==> src/rtl/integration_sequencer.sv <==
// -----------------------------------------------------------------------------
// integration_sequencer
//
// Controls integration windows for the correlator accumulator array. The
// correlator is held in clear, a programmed number of sample ticks is counted,
// the accumulator pipeline is allowed to settle, then the PAYLOAD_SIZE-bit
// pulses bus is snapshotted into a shadow register and drained LSB byte first
// over a valid/ready byte stream. In continuous mode the next integration runs
// while the previous frame drains; a snapshot that finds the drainer still
// busy is dropped and flagged in the sticky overrun output.
//
// Optional build macro: FRAME_HEADER_EN
//   defined   - every frame is prefixed by A5, 5A, frame_count[15:8],
//               frame_count[7:0] (post-increment count), N+4 bytes per frame.
//   undefined - payload bytes only, N = PAYLOAD_SIZE/8 bytes per frame.
//
// Ports:
//   pllclk       in   system clock
//   reset        in   synchronous, active-low reset
//   start        in   one-cycle request to begin integrating (IDLE only)
//   stop         in   abort integration / leave continuous mode
//   continuous   in   latched at start, 1 = repeat integrations
//   integ_len    in   ticks per integration, latched at start, 0 acts as 1
//   tick         in   sample strobe, counted only while integrating
//   pulses       in   correlator accumulator bus
//   corr_reset   out  active-high clear to the correlator
//   tx_data      out  stream byte
//   tx_valid     out  stream valid
//   tx_ready     in   stream ready
//   tx_last      out  final byte of a frame
//   busy         out  control FSM not idle, or a drain in progress
//   overrun      out  sticky, a frame was dropped
//   frame_count  out  frames captured, wraps at 16 bits
// -----------------------------------------------------------------------------
module integration_sequencer #(
  parameter int unsigned PAYLOAD_SIZE  = 48,
  parameter int unsigned LEN_WIDTH     = 24,
  parameter int unsigned CLEAR_CYCLES  = 2,
  parameter int unsigned SETTLE_CYCLES = 2
) (
  input  logic                    pllclk,
  input  logic                    reset,
  input  logic                    start,
  input  logic                    stop,
  input  logic                    continuous,
  input  logic [LEN_WIDTH-1:0]    integ_len,
  input  logic                    tick,
  input  logic [PAYLOAD_SIZE-1:0] pulses,
  output logic                    corr_reset,
  output logic [7:0]              tx_data,
  output logic                    tx_valid,
  input  logic                    tx_ready,
  output logic                    tx_last,
  output logic                    busy,
  output logic                    overrun,
  output logic [15:0]             frame_count
);

  localparam int unsigned NBYTES = PAYLOAD_SIZE / 8;
`ifdef FRAME_HEADER_EN
  localparam int unsigned HDR_BYTES = 4;
`else
  localparam int unsigned HDR_BYTES = 0;
`endif
  localparam int unsigned TOTAL_BYTES = NBYTES + HDR_BYTES;
  localparam int unsigned IDX_W  = (TOTAL_BYTES > 1) ? $clog2(TOTAL_BYTES) : 1;
  localparam int unsigned PH_MAX = (CLEAR_CYCLES > SETTLE_CYCLES) ? CLEAR_CYCLES : SETTLE_CYCLES;
  localparam int unsigned PH_W   = (PH_MAX > 1) ? $clog2(PH_MAX) : 1;

  localparam logic [IDX_W-1:0]     LAST_IDX  = IDX_W'(TOTAL_BYTES - 1);
  localparam logic [PH_W-1:0]      CLEAR_END = PH_W'(CLEAR_CYCLES - 1);
  localparam logic [PH_W-1:0]      SETTLE_END = PH_W'(SETTLE_CYCLES - 1);
  localparam logic [LEN_WIDTH-1:0] LEN_ZERO  = LEN_WIDTH'(0);
  localparam logic [LEN_WIDTH-1:0] LEN_ONE   = LEN_WIDTH'(1);

  typedef enum logic [2:0] {
    S_IDLE      = 3'd0,
    S_CLEAR     = 3'd1,
    S_INTEGRATE = 3'd2,
    S_SETTLE    = 3'd3,
    S_SNAPSHOT  = 3'd4
  } state_t;

  state_t                  state_q, state_d;
  logic [PH_W-1:0]         phase_q, phase_d;
  logic [LEN_WIDTH-1:0]    tick_cnt_q, tick_cnt_d;
  logic [LEN_WIDTH-1:0]    len_q, len_d;
  logic                    cont_q, cont_d;
  logic                    overrun_q, overrun_d;
  logic [15:0]             frame_count_q, frame_count_d;
  logic [PAYLOAD_SIZE-1:0] shadow_q, shadow_d;
  logic [IDX_W-1:0]        idx_q, idx_d;
  logic                    tx_valid_q, tx_valid_d;
  logic [7:0]              tx_data_q, tx_data_d;
  logic                    tx_last_q, tx_last_d;
  logic                    corr_reset_q, corr_reset_d;
  logic                    busy_q, busy_d;
  logic [IDX_W-1:0]        idx_next_s;

  // Payload byte k of a frame, least significant byte first.
  function automatic logic [7:0] payload_byte(input logic [IDX_W-1:0] k,
                                              input logic [PAYLOAD_SIZE-1:0] data);
    return data[{k, 3'b000} +: 8];
  endfunction

  // Stream byte at position idx, including the header when it is built in.
  // Header count bytes are only requested after the snapshot edge, so the
  // frame_count register already holds this frame's post-increment value.
  function automatic logic [7:0] frame_byte(input logic [IDX_W-1:0] idx,
                                            input logic [PAYLOAD_SIZE-1:0] data);
`ifdef FRAME_HEADER_EN
    logic [7:0] b;
    case (idx)
      IDX_W'(0): b = 8'hA5;
      IDX_W'(1): b = 8'h5A;
      IDX_W'(2): b = frame_count_q[15:8];
      IDX_W'(3): b = frame_count_q[7:0];
      default:   b = payload_byte(idx - IDX_W'(HDR_BYTES), data);
    endcase
    return b;
`else
    return payload_byte(idx, data);
`endif
  endfunction

  assign idx_next_s = idx_q + IDX_W'(1);

  // Next-state logic for the control FSM, the drainer and all registered outputs.
  always_comb begin
    state_d       = state_q;
    phase_d       = phase_q;
    tick_cnt_d    = tick_cnt_q;
    len_d         = len_q;
    cont_d        = cont_q;
    overrun_d     = overrun_q;
    frame_count_d = frame_count_q;
    shadow_d      = shadow_q;
    idx_d         = idx_q;
    tx_valid_d    = tx_valid_q;
    tx_data_d     = tx_data_q;
    tx_last_d     = tx_last_q;

    // stop outside INTEGRATE only ends continuous mode; the window in flight completes.
    if (stop && (state_q != S_INTEGRATE)) begin
      cont_d = 1'b0;
    end else begin
      cont_d = cont_q;
    end

    // Drainer: advance on handshake, drop valid after the last byte.
    if (tx_valid_q && tx_ready) begin
      if (tx_last_q) begin
        tx_valid_d = 1'b0;
        tx_last_d  = 1'b0;
        idx_d      = IDX_W'(0);
      end else begin
        idx_d     = idx_next_s;
        tx_data_d = frame_byte(idx_next_s, shadow_q);
        tx_last_d = (idx_next_s == LAST_IDX);
      end
    end else begin
      idx_d = idx_q;
    end

    case (state_q)
      S_IDLE: begin
        if (start) begin
          len_d     = (integ_len == LEN_ZERO) ? LEN_ONE : integ_len;
          cont_d    = continuous;
          overrun_d = 1'b0;
          phase_d   = PH_W'(0);
          state_d   = S_CLEAR;
        end else begin
          state_d = S_IDLE;
        end
      end
      S_CLEAR: begin
        if (phase_q == CLEAR_END) begin
          phase_d    = PH_W'(0);
          tick_cnt_d = LEN_ZERO;
          state_d    = S_INTEGRATE;
        end else begin
          phase_d = phase_q + PH_W'(1);
        end
      end
      S_INTEGRATE: begin
        // stop wins over a simultaneous final tick
        if (stop) begin
          state_d = S_IDLE;
        end else if (tick) begin
          tick_cnt_d = tick_cnt_q + LEN_ONE;
          if ((tick_cnt_q + LEN_ONE) == len_q) begin
            phase_d = PH_W'(0);
            state_d = S_SETTLE;
          end else begin
            state_d = S_INTEGRATE;
          end
        end else begin
          state_d = S_INTEGRATE;
        end
      end
      S_SETTLE: begin
        if (phase_q == SETTLE_END) begin
          phase_d = PH_W'(0);
          state_d = S_SNAPSHOT;
        end else begin
          phase_d = phase_q + PH_W'(1);
        end
      end
      S_SNAPSHOT: begin
        // A drainer still holding valid (even on its final handshake) counts as busy,
        // which also guarantees the idle gap between frames.
        if (tx_valid_q) begin
          overrun_d = 1'b1;
        end else begin
          shadow_d      = pulses;
          frame_count_d = frame_count_q + 16'd1;
          idx_d         = IDX_W'(0);
          tx_valid_d    = 1'b1;
          tx_data_d     = frame_byte(IDX_W'(0), pulses);
          tx_last_d     = (LAST_IDX == IDX_W'(0));
        end
        if (cont_q && !stop) begin
          phase_d = PH_W'(0);
          state_d = S_CLEAR;
        end else begin
          state_d = S_IDLE;
        end
      end
      default: begin
        state_d = S_IDLE;
      end
    endcase

    corr_reset_d = (state_d == S_IDLE) || (state_d == S_CLEAR);
    busy_d       = (state_d != S_IDLE) || tx_valid_d;
  end

  // State and output registers with synchronous active-low reset.
  always_ff @(posedge pllclk) begin
    if (!reset) begin
      state_q       <= S_IDLE;
      phase_q       <= PH_W'(0);
      tick_cnt_q    <= LEN_ZERO;
      len_q         <= LEN_ONE;
      cont_q        <= 1'b0;
      overrun_q     <= 1'b0;
      frame_count_q <= 16'd0;
      shadow_q      <= {PAYLOAD_SIZE{1'b0}};
      idx_q         <= IDX_W'(0);
      tx_valid_q    <= 1'b0;
      tx_data_q     <= 8'd0;
      tx_last_q     <= 1'b0;
      corr_reset_q  <= 1'b1;
      busy_q        <= 1'b0;
    end else begin
      state_q       <= state_d;
      phase_q       <= phase_d;
      tick_cnt_q    <= tick_cnt_d;
      len_q         <= len_d;
      cont_q        <= cont_d;
      overrun_q     <= overrun_d;
      frame_count_q <= frame_count_d;
      shadow_q      <= shadow_d;
      idx_q         <= idx_d;
      tx_valid_q    <= tx_valid_d;
      tx_data_q     <= tx_data_d;
      tx_last_q     <= tx_last_d;
      corr_reset_q  <= corr_reset_d;
      busy_q        <= busy_d;
    end
  end

  assign corr_reset  = corr_reset_q;
  assign tx_data     = tx_data_q;
  assign tx_valid    = tx_valid_q;
  assign tx_last     = tx_last_q;
  assign busy        = busy_q;
  assign overrun     = overrun_q;
  assign frame_count = frame_count_q;

endmodule

==> config.mk <==
export PLATFORM = sky130hd
export DESIGN_NAME = integration_sequencer
export DESIGN_NICKNAME = d
export VERILOG_FILES = /design/src/rtl/integration_sequencer.sv
export SDC_FILE = /design/constraint.sdc
export NUM_CORES = 1
export LEC_CHECK = 0
export ABC_AREA = 1
export CORE_MARGIN = 3
export CORE_UTILIZATION = 54
export CTS_BUF_LIST = sky130_fd_sc_hd__clkbuf_8 sky130_fd_sc_hd__clkbuf_16
export CTS_CLUSTER_SIZE = 30
export DETAILED_ROUTE_END_ITERATION = 7
export HOLD_SLACK_MARGIN = 0.1
export PLACE_DENSITY = 0.86
export SLEW_MARGIN = 25
export SYNTH_ARGS = -nofsm -noshare
export SYNTH_HDL_FRONTEND = slang
export SYNTH_SLANG_ARGS = --single-unit
==> constraint.sdc <==
create_clock -name pllclk -period 2.67 [get_ports pllclk]
set_input_delay 0.534 -clock pllclk [delete_from_list [all_inputs] [get_ports pllclk]]
set_output_delay 0.534 -clock pllclk [all_outputs]
set_load 0.02 [all_outputs]
==> results.txt <==
Status -> finished clean
Power per cell area -> 578 nW/um2
# diodes -> 0
Area leader, netlist -> dfxtp_1
RSZ-0062 raised after global routing -> no
Clk slew on worst S/H paths -> 0.06 ns
Register area share after synthesis -> 0.405
Drt first pass iters -> 5
Synth Area in Adders -> 0.00761
First-pass GRT wire length -> 29.1 mm
Clk root buf -> clkbuf_16
Top-area cell type share of the netlist area -> 0.405
Pin count of the biggest net entering global routing -> 79
DRT met1 WL -> 7.60 mm
Post-CTS Setup Bufs -> 0
Startpoint types -> flop
Post-CTS resize count -> 0
Register bit total from synthesis -> 133
Final Skew -> 0.00911 ns
Max Used Layer -> met4
YS warnings -> 0
Mapped Area -> 6580 um2
Die width -> 116 um
Crit Path Class -> flop to flop
Max Fanout on Critical Path -> 6
TritonCTS Buffers -> 17
DIE AREA -> 13,500 um2
Starting DRC count in detailed routing -> 523
Mapped Avg Cell Area -> 6.60 um2
MaxCap Viol Count -> 0
Cells after Synth -> 997
Highest-count cells in the layout ignoring fill and taps -> nand2_1, dfxtp_1, nor2_1
Asr flop ratio synth -> 0
Dpl hpwl -> 12.7 mm
Final Critical Period -> 2.32 ns
Largest family of logic cells by synthesized area -> simple AND/OR/NAND/NOR gates
Maximum root-to-sink buffer count -> 2
Total negative slack -> 0 ns
I/O pin count -> 108
Routed WL -> 17.9 mm
Slew Limit Headroom -> 0.618
Critical Path End Type -> flop
Synth cell types -> 37
Setup violations, final -> 0
Max VDD drop -> 0.000488 V
Mapped Nets -> 1,080
Fin. Hold Viols -> 0
Leakage -> 3.23 nW
Remaining Overflow, GRT -> 0
Initial cell density of the core -> 0.564
IO Port Bufs -> 107
Most common cell after layout, fill and taps aside -> nand2_1
CTS tree -> built
Residual DRC count -> 0
Pre-CTS setup slack -> 0.441 ns
ANT nets after route -> 0
Post-Synth XOR/XNOR Area -> 0.00666
Fin crit share -> 0.868
Area growth syn-to-layout -> 27.7%
Die Y -> 116 um
Compound-Gate Fraction of Synth Area -> 0.183
Fmax -> 432 MHz
Post-route setup slack -> 0.353 ns
DR WL met2 -> 8.55 mm
Vias in the first global route -> 6,318
Worst hold path class -> flop to flop
Met3 Wirelength -> 1.21 mm
WL/cell -> 14.3 um
Via count -> 6,794
Final Max Slew Viols -> 0
Core ar. -> 11,700 um2
Clock sink total -> 133
Tot GR Track Use -> 0.269
Clk Latency, worst-skew pair -> 0.42 ns
Share of layout cells above drive strength 1 -> 0.0597
Post-synthesis mux area share -> 0.00152
H-tree depth -> 4
Cts hold-fix bufs -> 0
# rows -> 39
Top post-synthesis cells by area -> dfxtp_1, nand2_1, a21oi_1
Simple-gate share of the synthesized area -> 0.303
Synth Flop Type -> dfxtp_1
Actual slew at the worst max-slew pin -> 0.571 ns
Fin nets -> 1,176
Final Wtd Congestion -> 0.963
Required time of the critical path -> 2.97 ns
Routed vias/inst -> 5.44
CP arrival -> 2.62 ns
Antenna violations before repair -> 0
EDFF count, synth -> 0
## power breakdown
group | internal [mW] | switching, mW
clock network | 1.53 | 0.907
registers | 2.03 | 0.0315
logic | 0.181 | 0.178
## critical path, stage by stage (launching register included)
cell and delay (ns):
dfxtp_1 0.41, ha_1 0.24, nand3_1 0.12, nor2_1 0.19
nand2_1 0.17, o21ai_1 0.22, nand2_1 0.11, nand2_1 0.07
nand2_1 0.06, nand3_1 0.10, nor2_1 0.05, nand2_1 0.09
nand2_1 0.07, a21oi_1 0.20, nor2_1 0.09
## kinds of logic (layout without fill, tap and decap cells)
family	count (synthesis)	after routing
and+or+nand+nor	460	460
muxes	1	1
adders and majority gates	4	4
AOI/OAI and AO/OA	232	232
buffers and inverters	162	271
xor gates and xnor gates	5	5
DFF	133	133
## final cells by class
class / instances / area, um2
Timing Repair Buffer: 119 / 1180
Clock inverter: 13 / 174
Inverter: 120 / 450
Sequential cell: 133 / 2660
Clock buffer: 19 / 453
Fill cell: 935 / 3260
Tap cell: 143 / 179
Multi-Input combinational cell: 702 / 3310
## Yosys cell counts, drive strengths merged, types with 2 or more instances
master  instances
o21ai         107
nor4            4
nand2         216
nor2          134
dfxtp         133
nand3          71
nor3            9
xor2            2
xnor2           3
o22ai           8
clkinv          3
inv           117
a21oi         103
nand3b         10
clkbuf         37
a211oi          8
buf             5
nand4          13
ha              4
o21a            2
## path summary, 6_finish.rpt
| kind | slack (ns) | startpoint | end | cells after the start |
|---|---|---|---|---|
| max | 0.35 | tick_cnt_q[0]$_SDFFE_PN0P_ | phase_q$_SDFFE_PN0P_ | 14 |
| max reg2reg | 0.35 | tick_cnt_q[0]$_SDFFE_PN0P_ | phase_q$_SDFFE_PN0P_ | 14 |
| min reg2reg | 0.46 | shadow_q[25]$_SDFFE_PN0P_ | shadow_q[25]$_SDFFE_PN0P_ | 2 |
| min | 0.46 | shadow_q[25]$_SDFFE_PN0P_ | shadow_q[25]$_SDFFE_PN0P_ | 2 |
## stage by stage
step / power [mW] / hold WS [ns] / instances / area, um2 / utilization
after CTS: 4.87 / 0.455 / 1249 / 8410 / 0.721
after floorplan: 2.26 / 0.429 / 997 / 6580 / -
after global routing: 5.01 / 0.486 / 1249 / 8410 / 0.721
after global placement: 2.45 / 0.441 / 1217 / 7780 / 0.667
after detailed placement: 2.46 / 0.445 / 1217 / 7780 / 0.667
final: 4.86 / 0.455 / 1249 / 8410 / 0.721
## state kept, by name, summed over array words and instances (netlist names), 3 cells and up
signal,cells
frame_count,16
idx_q,3
len_q,24
shadow_q,48
state_q,3
tick_cnt_q,24
tx_data,8
## per-layer routing
metal / GRT usage / up-vias
met5: 0 / -
met4: 0.111 / 0
met3: 0.0632 / 43
met2: 0.451 / 255
met1: 0.332 / 3047
li1: - / 3449
(Power assumes the default switching activity.)
